## config.mk

```make
export PLATFORM = sky130hd
export DESIGN_NAME = mm_engine_scheduler
export DESIGN_NICKNAME = d
export VERILOG_FILES = /design/src/rtl/mm_engine_scheduler.sv
export SDC_FILE = /design/constraint.sdc
export NUM_CORES = 1
export LEC_CHECK = 0
export CAP_MARGIN = 20
export CORE_UTILIZATION = 55
export DETAILED_ROUTE_END_ITERATION = 7
export DONT_BUFFER_PORTS = 1
export PLACE_DENSITY = 0.81
export SYNTH_ARGS = -nofsm -noshare
export SYNTH_HDL_FRONTEND = slang
export SYNTH_SLANG_ARGS = --single-unit
```

## constraint.sdc

```tcl
create_clock -name wb_clk_i -period 1.69 [get_ports wb_clk_i]
set_input_delay 0.338 -clock wb_clk_i [delete_from_list [all_inputs] [get_ports wb_clk_i]]
set_output_delay 0.338 -clock wb_clk_i [all_outputs]
set_load 0.05 [all_outputs]
```

## src/rtl/mm_engine_scheduler.sv

```systemverilog
// mm_engine_scheduler
//   Shares a single matrix-multiplication engine between NUM_REQ requesters. Arbitrates among
//   level requests, steers the engine input/result mux and sequences the engine enable/done
//   handshake. A watchdog aborts a job whose result never arrives.
//
//   Job flow: IDLE -> GRANT (mux settle) -> ARM (enable up, stale done ignored) -> RUN
//   (wait for done or timeout) -> HOLD (owner reads results) -> IDLE once the owner drops its
//   request. If the owner drops its request before HOLD, the job is abandoned silently.
//
// Configuration macro:
//   MM_SCHED_PRIORITY_EN  defined   : fixed priority, lowest index wins (host-first use)
//                         undefined : round-robin, search starts after the last owner
//
// Ports:
//   wb_clk_i      in   1        clock, rising edge
//   wb_rst_n_i    in   1        asynchronous active-low reset
//   req_i         in   NUM_REQ  level requests, held from job start until results are read
//   gnt_o         out  NUM_REQ  registered one-hot grant
//   eng_sel_o     out  SEL_W    index of the owner; holds its value while idle
//   eng_enable_o  out  1        engine enable
//   eng_done_i    in   1        engine result valid
//   done_o        out  NUM_REQ  one-cycle pulse to the owner: result valid
//   err_o         out  NUM_REQ  one-cycle pulse to the owner: watchdog abort
//   busy_o        out  1        a job is in progress (state is not IDLE)

module mm_engine_scheduler #(
  parameter int unsigned NUM_REQ        = 2,
  parameter int unsigned TIMEOUT_CYCLES = 1024,
  parameter int unsigned SEL_W          = 1
) (
  input  logic               wb_clk_i,
  input  logic               wb_rst_n_i,
  input  logic [NUM_REQ-1:0] req_i,
  output logic [NUM_REQ-1:0] gnt_o,
  output logic [SEL_W-1:0]   eng_sel_o,
  output logic               eng_enable_o,
  input  logic               eng_done_i,
  output logic [NUM_REQ-1:0] done_o,
  output logic [NUM_REQ-1:0] err_o,
  output logic               busy_o
);

  localparam int unsigned TW = (TIMEOUT_CYCLES > 2) ? $clog2(TIMEOUT_CYCLES) : 1;
  localparam logic [TW-1:0] TMax = TW'(TIMEOUT_CYCLES - 1);

  typedef enum logic [2:0] {
    StIdle,
    StGrant,
    StArm,
    StRun,
    StHold
  } state_e;

  state_e          state_q;
  logic [TW-1:0]   timer_q;
  logic [SEL_W-1:0] win;
  logic            owner_drop;

  // The owner withdrawing its request ends the job in any non-idle state.
  assign owner_drop = ~req_i[eng_sel_o];

`ifdef MM_SCHED_PRIORITY_EN
  // Fixed priority: the lowest requesting index wins.
  always_comb begin
    win = '0;
    for (int j = NUM_REQ - 1; j >= 0; j--) begin
      if (req_i[j]) win = SEL_W'(j);
    end
  end
`else
  logic [SEL_W-1:0]     ptr_q;
  logic [2*NUM_REQ-1:0] req_dbl;
  logic [NUM_REQ-1:0]   req_rot;
  int                   rr_off;
  int                   rr_sum;

  // Round-robin: rotate the requests so bit 0 is the requester just after the last owner,
  // take the lowest set bit, then map the offset back to an absolute index.
  always_comb begin
    req_dbl = {req_i, req_i};
    req_rot = NUM_REQ'(req_dbl >> (int'(ptr_q) + 1));
    rr_off  = 0;
    for (int j = NUM_REQ - 1; j >= 0; j--) begin
      if (req_rot[j]) rr_off = j;
    end
    rr_sum = int'(ptr_q) + 1 + rr_off;
    if (rr_sum >= int'(NUM_REQ)) rr_sum = rr_sum - int'(NUM_REQ);
    win = SEL_W'(rr_sum);
  end
`endif

  always_ff @(posedge wb_clk_i or negedge wb_rst_n_i) begin
    if (!wb_rst_n_i) begin
      state_q      <= StIdle;
      timer_q      <= '0;
      gnt_o        <= '0;
      eng_sel_o    <= '0;
      eng_enable_o <= 1'b0;
      done_o       <= '0;
      err_o        <= '0;
      busy_o       <= 1'b0;
`ifndef MM_SCHED_PRIORITY_EN
      // Points at the last requester so requester 0 wins the first arbitration.
      ptr_q        <= SEL_W'(NUM_REQ - 1);
`endif
    end else begin
      done_o <= '0;
      err_o  <= '0;
      if (state_q != StIdle && owner_drop) begin
        // Release: covers both the normal HOLD exit and a silent abort.
        state_q      <= StIdle;
        gnt_o        <= '0;
        eng_enable_o <= 1'b0;
        busy_o       <= 1'b0;
`ifndef MM_SCHED_PRIORITY_EN
        ptr_q        <= eng_sel_o;
`endif
      end else begin
        unique case (state_q)
          StIdle: begin
            if (|req_i) begin
              state_q   <= StGrant;
              gnt_o     <= NUM_REQ'(1) << win;
              eng_sel_o <= win;
              busy_o    <= 1'b1;
            end
          end
          StGrant: begin
            state_q      <= StArm;
            eng_enable_o <= 1'b1;
          end
          StArm: begin
            // A done still asserted from the previous job is deliberately not looked at here.
            state_q <= StRun;
            timer_q <= '0;
          end
          StRun: begin
            if (eng_done_i) begin
              // Done beats a simultaneous timeout; enable stays up so results remain valid.
              state_q <= StHold;
              done_o  <= gnt_o;
            end else if (timer_q == TMax) begin
              state_q      <= StHold;
              err_o        <= gnt_o;
              eng_enable_o <= 1'b0;
            end else begin
              timer_q <= timer_q + 1'b1;
            end
          end
          StHold: begin
            // Wait for the owner to drop its request (handled above).
          end
          default: begin
            state_q <= StIdle;
          end
        endcase
      end
    end
  end

endmodule
```

Word-level counts from Yosys, hierarchy flattened --
Index checks and enable logic that the tools add are counted.
Word-level totals: input port bits 5, logic and storage cells 74, bits in latches 0, flip-flop bits (word level) 23, memory bits (writable) 0, output and inout port bits 9, memories 0, bits in read-only memories 0
Cells by class: $mul 0, mux-type cells 30, reductions and logical operators 13, order comparisons 2, bitwise gates (word level) 2, $add $sub $neg 4, equal/unequal tests 12, divide/modulo/power cells 0, shift-type cells 2
Operator list (number):
- 4-bit by 32-bit right shift with 2-bit output | 1
- 10-bit two-way mux | 2
- 2-bit two-way mux | 10
- 10-bit one-hot mux with 2 select lines | 1
- 3-bit one-hot mux with 5 select lines | 1
- 3-bit two-way mux | 4
- 1-bit two-way mux | 11
- 10-bit by 1-bit adder with 10-bit output (second input constant) | 1
- 10-bit equality test (second input constant) | 1
- 3-bit inequality test (second input constant) | 3
- 3-bit AND reduction | 3
- 3-bit by 2-bit equality test with 1-bit output (second input constant) | 2
- 2-bit inequality test (second input constant) | 3
- 2-bit nonzero test | 3
- 3-bit nonzero test | 2
- 4-bit inequality test (second input constant) | 1
- 4-bit AND reduction | 1
- 2-bit by 1-bit adder with 3-bit output | 1
- 3-bit by 1-bit equality test with 1-bit output (second input constant) | 1
- 3-bit equality test (second input constant) | 1
- 3-bit by 2-bit greater-or-equal comparator with 1-bit output (second input constant) | 1
- 3-bit zero test | 1
- 1-bit by 1-bit adder with 2-bit output (second input constant) | 1
- 1-bit by 2-bit < comparator with 1-bit output (second input constant) | 1
- other kinds (7) | 8

Longest topological paths before layout --
depth after elaboration 11, gate-level depth with buffers 6, mapped depth without buffers 5

Worst setup path after synthesis --
OpenSTA, ideal clock, no wires.
path kind reg2reg, start point register eng_sel_o, end point register timer_q[9], setup slack -118 ps, required time 1564 ps, cell stages (with the launch flop) 5, arrival time 1682 ps, buffers on the path 0, clock period less this slack 1808 ps, cell sequence dfrtp_1 mux2i_1 or3_4 nor3_1 a221o_1
On the way: longest elaborated chain between the ends 6
RTL lines:
- start: declaration | RTL line 35 | output logic [SEL_W-1:0] eng_sel_o,
- start signal: assignment | RTL line 124 | eng_sel_o <= win;
- 1-bit two-way mux (implied by the code) (2 in a row) | RTL line 60 | assign owner_drop = ~req_i[eng_sel_o];
- 1-bit NOT | RTL line 60
- 1-bit logical AND | RTL line 109 | if (state_q != StIdle && owner_drop) begin
- 1-bit NOT (no line)
- 4-bit AND reduction (no line)
- end signal: assignment | RTL line 147 | timer_q <= timer_q + 1'b1;
- end: declaration | RTL line 55 | logic [TW-1:0] timer_q;
Every way passes these cells. The select of a mux whose other input is x is not followed. A chain may end at the register's enable or synchronous reset.

Final worst setup path --
start point register timer_q[1], end point register timer_q[1]
On the way: longest elaborated chain between the ends 4
RTL lines:
- 10-bit by 1-bit adder with 10-bit output | RTL line 147
- 10-bit two-way mux | RTL line 142 | end else if (timer_q == TMax) begin
- 10-bit two-way mux | RTL line 138 | if (eng_done_i) begin
- 10-bit one-hot mux with 2 select lines | RTL line 119 | unique case (state_q)
Several ways; a longest one is shown, not always the timed one. The select of a mux whose other input is x is not followed.

==> results.sh <==
export IMPL_outcome="finished, final reports clean"
export IMPL_hold_class="in2reg"
export IMPL_drt_iter0_markers=33
export IMPL_synth_edf_count=0
export IMPL_synth_nets=129
export IMPL_cpLargestDelayFamily="simple AND/OR/NAND/NOR gates"
export IMPL_dpl_cell_count=153
export IMPL_max_stage_delay_ps=430
export IMPL_fin_worst_skew_ps=5.181
export IMPL_use_met3_pct=2.201
export IMPL_grt_remaining_overflow=0
export IMPL_drt_first_pass_iters=5
export IMPL_pwr_density_cell_mw_per_mm2=1499
export IMPL_die_area_mm2=0.002361
export IMPL_antenna_left=0
export IMPL_final_setup_tns_ps=0
export IMPL_syn_area_mm2=0.001194
export IMPL_synth_most_common_cell="dfrtp_1"
export IMPL_worst_path_max_delay_cell="dfrtp_1"
export IMPL_leakage_nw=0.5881
export IMPL_htree_num_levels=1
export IMPL_internal_power_mw=1.114
export IMPL_dieHeight_um=48.59
export IMPL_p_sw_mw=0.8734
export IMPL_worst_slew_pin_slew_ps=539.3
export IMPL_synth_async_sr_flop_share_pct=100.0
export IMPL_fin_crit_sh_pct=95.45
export IMPL_cts_tree="done"
export IMPL_rows=16
export IMPL_ys_seq_area_share_pct=48.32
export IMPL_die_w_um=48.59
export IMPL_wl_per_cell_um=16.15
export IMPL_ys_flop_type="dfrtp_1"
export IMPL_busiest_layer="met2"
export IMPL_nets=140
export IMPL_cts_inserted_buffers=3
export IMPL_clk_latency_ps=310
export IMPL_synth_adder_area_share_pct=1.048
export IMPL_grt_pass1_wl_um=4374
export IMPL_crit_type="reg2reg"
export IMPL_root_buffer="clkbuf_4"
export IMPL_synth_top_family_by_area="simple AND/OR/NAND/NOR gates"
export IMPL_grt_use_met2_pct=39.91
export IMPL_pre_cts_ws_ps=27.87
export IMPL_syn_inst=123
export IMPL_max_freq_mhz=619.9
export IMPL_slew_headroom_pct=64.05
export IMPL_met1_usage_pct=31.35
export IMPL_io_buffer_count=0
export IMPL_antenna_found_initial=0
export IMPL_clockBufferDepth=2
export IMPL_peakVddDrop_mv=1.263
export IMPL_drcViolationCount=0
export IMPL_hold_viol=0
export IMPL_via_per_inst=6.400
export IMPL_pin_count=14
export IMPL_worstPathArrival_ps=1860
export IMPL_cp_start_kind="flop"
export IMPL_grt_usage_pct=23.82
export IMPL_syn_to_final_growth_pct=11.11
export IMPL_dp_hpwl_um=1849
export IMPL_power_mw=1.988
export IMPL_fin_cells=160
export IMPL_clkTransAtPathRegs_ps=120
export IMPL_vias=1024
export IMPL_cp_end_kind="flop"
export IMPL_syn_avg_cell_area_um2=9.704
export IMPL_yosysWarnings=0
export IMPL_synth_distinct_cells=41
export IMPL_cp_required_ps=1930
export IMPL_p_seq_share_pct=48.7
export IMPL_ys_ff_latch=23
export IMPL_core_mm2=0.002002
export IMPL_cp_max_fo=9
export IMPL_switching_share_pct=43.94
export IMPL_setup_ws_ps=76.94
export IMPL_fin_util_pct=66.25
export IMPL_netlist_top_cells_count="22 x dfrtp_1, 15 x nand2_1, 10 x a31oi_1"
export IMPL_drive_above_1_share_pct=18.80
export IMPL_pwr_share_clk_pct=12.8
export IMPL_synthMuxAreaShare_pct=3.459
export IMPL_p_comb_share_pct=38.6
export IMPL_yosys_area_top_type_share_pct=46.12
export IMPL_place_congestion=0.8405
export IMPL_grt_pass1_vias=987
export IMPL_wl_um=2584
export IMPL_drv_cap=0
export IMPL_start_util_pct=59.63
export IMPL_setup_viol=0
export IMPL_grt_max_degree=24
export IMPL_maxSlewViolCount=0
export IMPL_post_route_min_period_ps=1613
export IMPL_synth_simple_area_share_pct=25.37
export IMPL_synth_compound_area_share_pct=17.19
export IMPL_ys_top_cells_by_area="dfrtp_1 46%, a31oi_1 5.2%, nand2_1 4.7%, and3_1 3.1%, mux2i_1 2.5%"
export IMPL_crit_chain="ha_1 -> and4_2 -> nand3_2 -> and4_4 -> mux2i_1"
export IMPL_synth_xor_xnor_area_share_pct=0.7338
export IMPL_numClockSinks=23
export IMPL_insertedDiodeCount=0
export IMPL_crit_buf_inv=0
export IMPL_synth_top_area_cell="dfrtp_1"
==> path summary, 6_finish.rpt <==
check,start,end,slack [ps],cells past startpoint
max in group asynchronous,wb_rst_n_i,state_q[2],880,2
min in group asynchronous,wb_rst_n_i,timer_q[8],370,1
hold / removal,req_i[0],eng_sel_o,90,1
hold reg to reg,timer_q[7],timer_q[7],490,1
setup reg to reg,timer_q[1],timer_q[1],80,5
setup / recovery,timer_q[1],timer_q[1],80,5
==> timing repair <==
| action | CTS | global route |
|---|---|---|
| setup endpoints to repair | 0 | 10 |
| hold buffers | 1 | 0 |
| hold endpoints to repair | 23 | 0 |
| setup buffers | 0 | 1 |
| gates resized for setup | 0 | 2 |
==> cells in the final DEF, fill, tap and decap left out, types with 2 or more instances in the layout <==
cell type | synthesis | final
mux2i_1 | 3 | 3
and3_1 | 6 | 6
dfrtp_1 | 22 | 21
inv_1 | 3 | 3
clkbuf_4 | 0 | 3
a22o_1 | 2 | 2
nor2_1 | 7 | 7
a21oi_1 | 4 | 4
nand4_1 | 3 | 3
and4_1 | 3 | 2
nor3_1 | 5 | 5
buf_4 | 0 | 10
a31oi_1 | 10 | 10
o21ai_0 | 6 | 6
nand2_1 | 15 | 15
nor2_2 | 2 | 2
and2_1 | 2 | 2
==> layer usage <==
layer | up-vias | wire, um | share of wire [%]
met5 | - | 0 | 0
met4 | 0 | 46 | 1.8
met3 | 5 | 69 | 2.7
li1 | 479 | - | -
met1 | 515 | 1151 | 45
met2 | 25 | 1316 | 51
==> area by class of cell <==
cell class | count | area (um^2)
Sequential cell | 23 | 578.1
Clock buffer | 4 | 26.28
Tap cell | 27 | 33.78
Inverter | 3 | 11.26
Multi-Input combinational cell | 91 | 576.8
Fill cell | 162 | 675.6
Timing Repair Buffer | 12 | 100.1
==> sequential cells by signal, summed over array words and instances (netlist names), 2 cells and up <==
| signal | flops |
|---|---|
| state_q | 3 |
| gnt_o | 2 |
| done_o | 2 |
| err_o | 2 |
| timer_q | 10 |
==> cells by family after synthesis <==
logic type / Yosys count
compound gates: 31
xor+xnor: 1
fa+ha+maj: 1
buf+inv: 9
flops: 23
mux: 4
simple gates: 54
==> metrics by stage <==
stage	hold WS (ps)	instance area [um^2]
after floorplan	42.41	1195
after global placement	42.91	1261
after detailed placement	42.97	1261
after CTS	84.92	1297
after global routing	94.84	1326
final	94.65	1326
==> worst register-to-register path, delay by kind of cell, from the launching register on <==
| family | cells | cell delay, ps |
|---|---|---|
| adders and majority gates | 1 | 230 |
| DFF | 1 | 430 |
| muxes | 1 | 200 |
| and+or+nand+nor | 3 | 690 |
==> power groups by stage <==
stage / clock (mW) / combinational, mW / sequential (mW)
finish: 0.254 / 0.766 / 0.967
global route: 0.279 / 0.855 / 0.996
CTS: 0.264 / 0.744 / 0.970
detailed placement: 0 / 0.728 / 0.983
global placement: 0 / 0.695 / 0.971
floorplan: 0 / 0.466 / 1.03
Power figures use the tool's default switching activity.
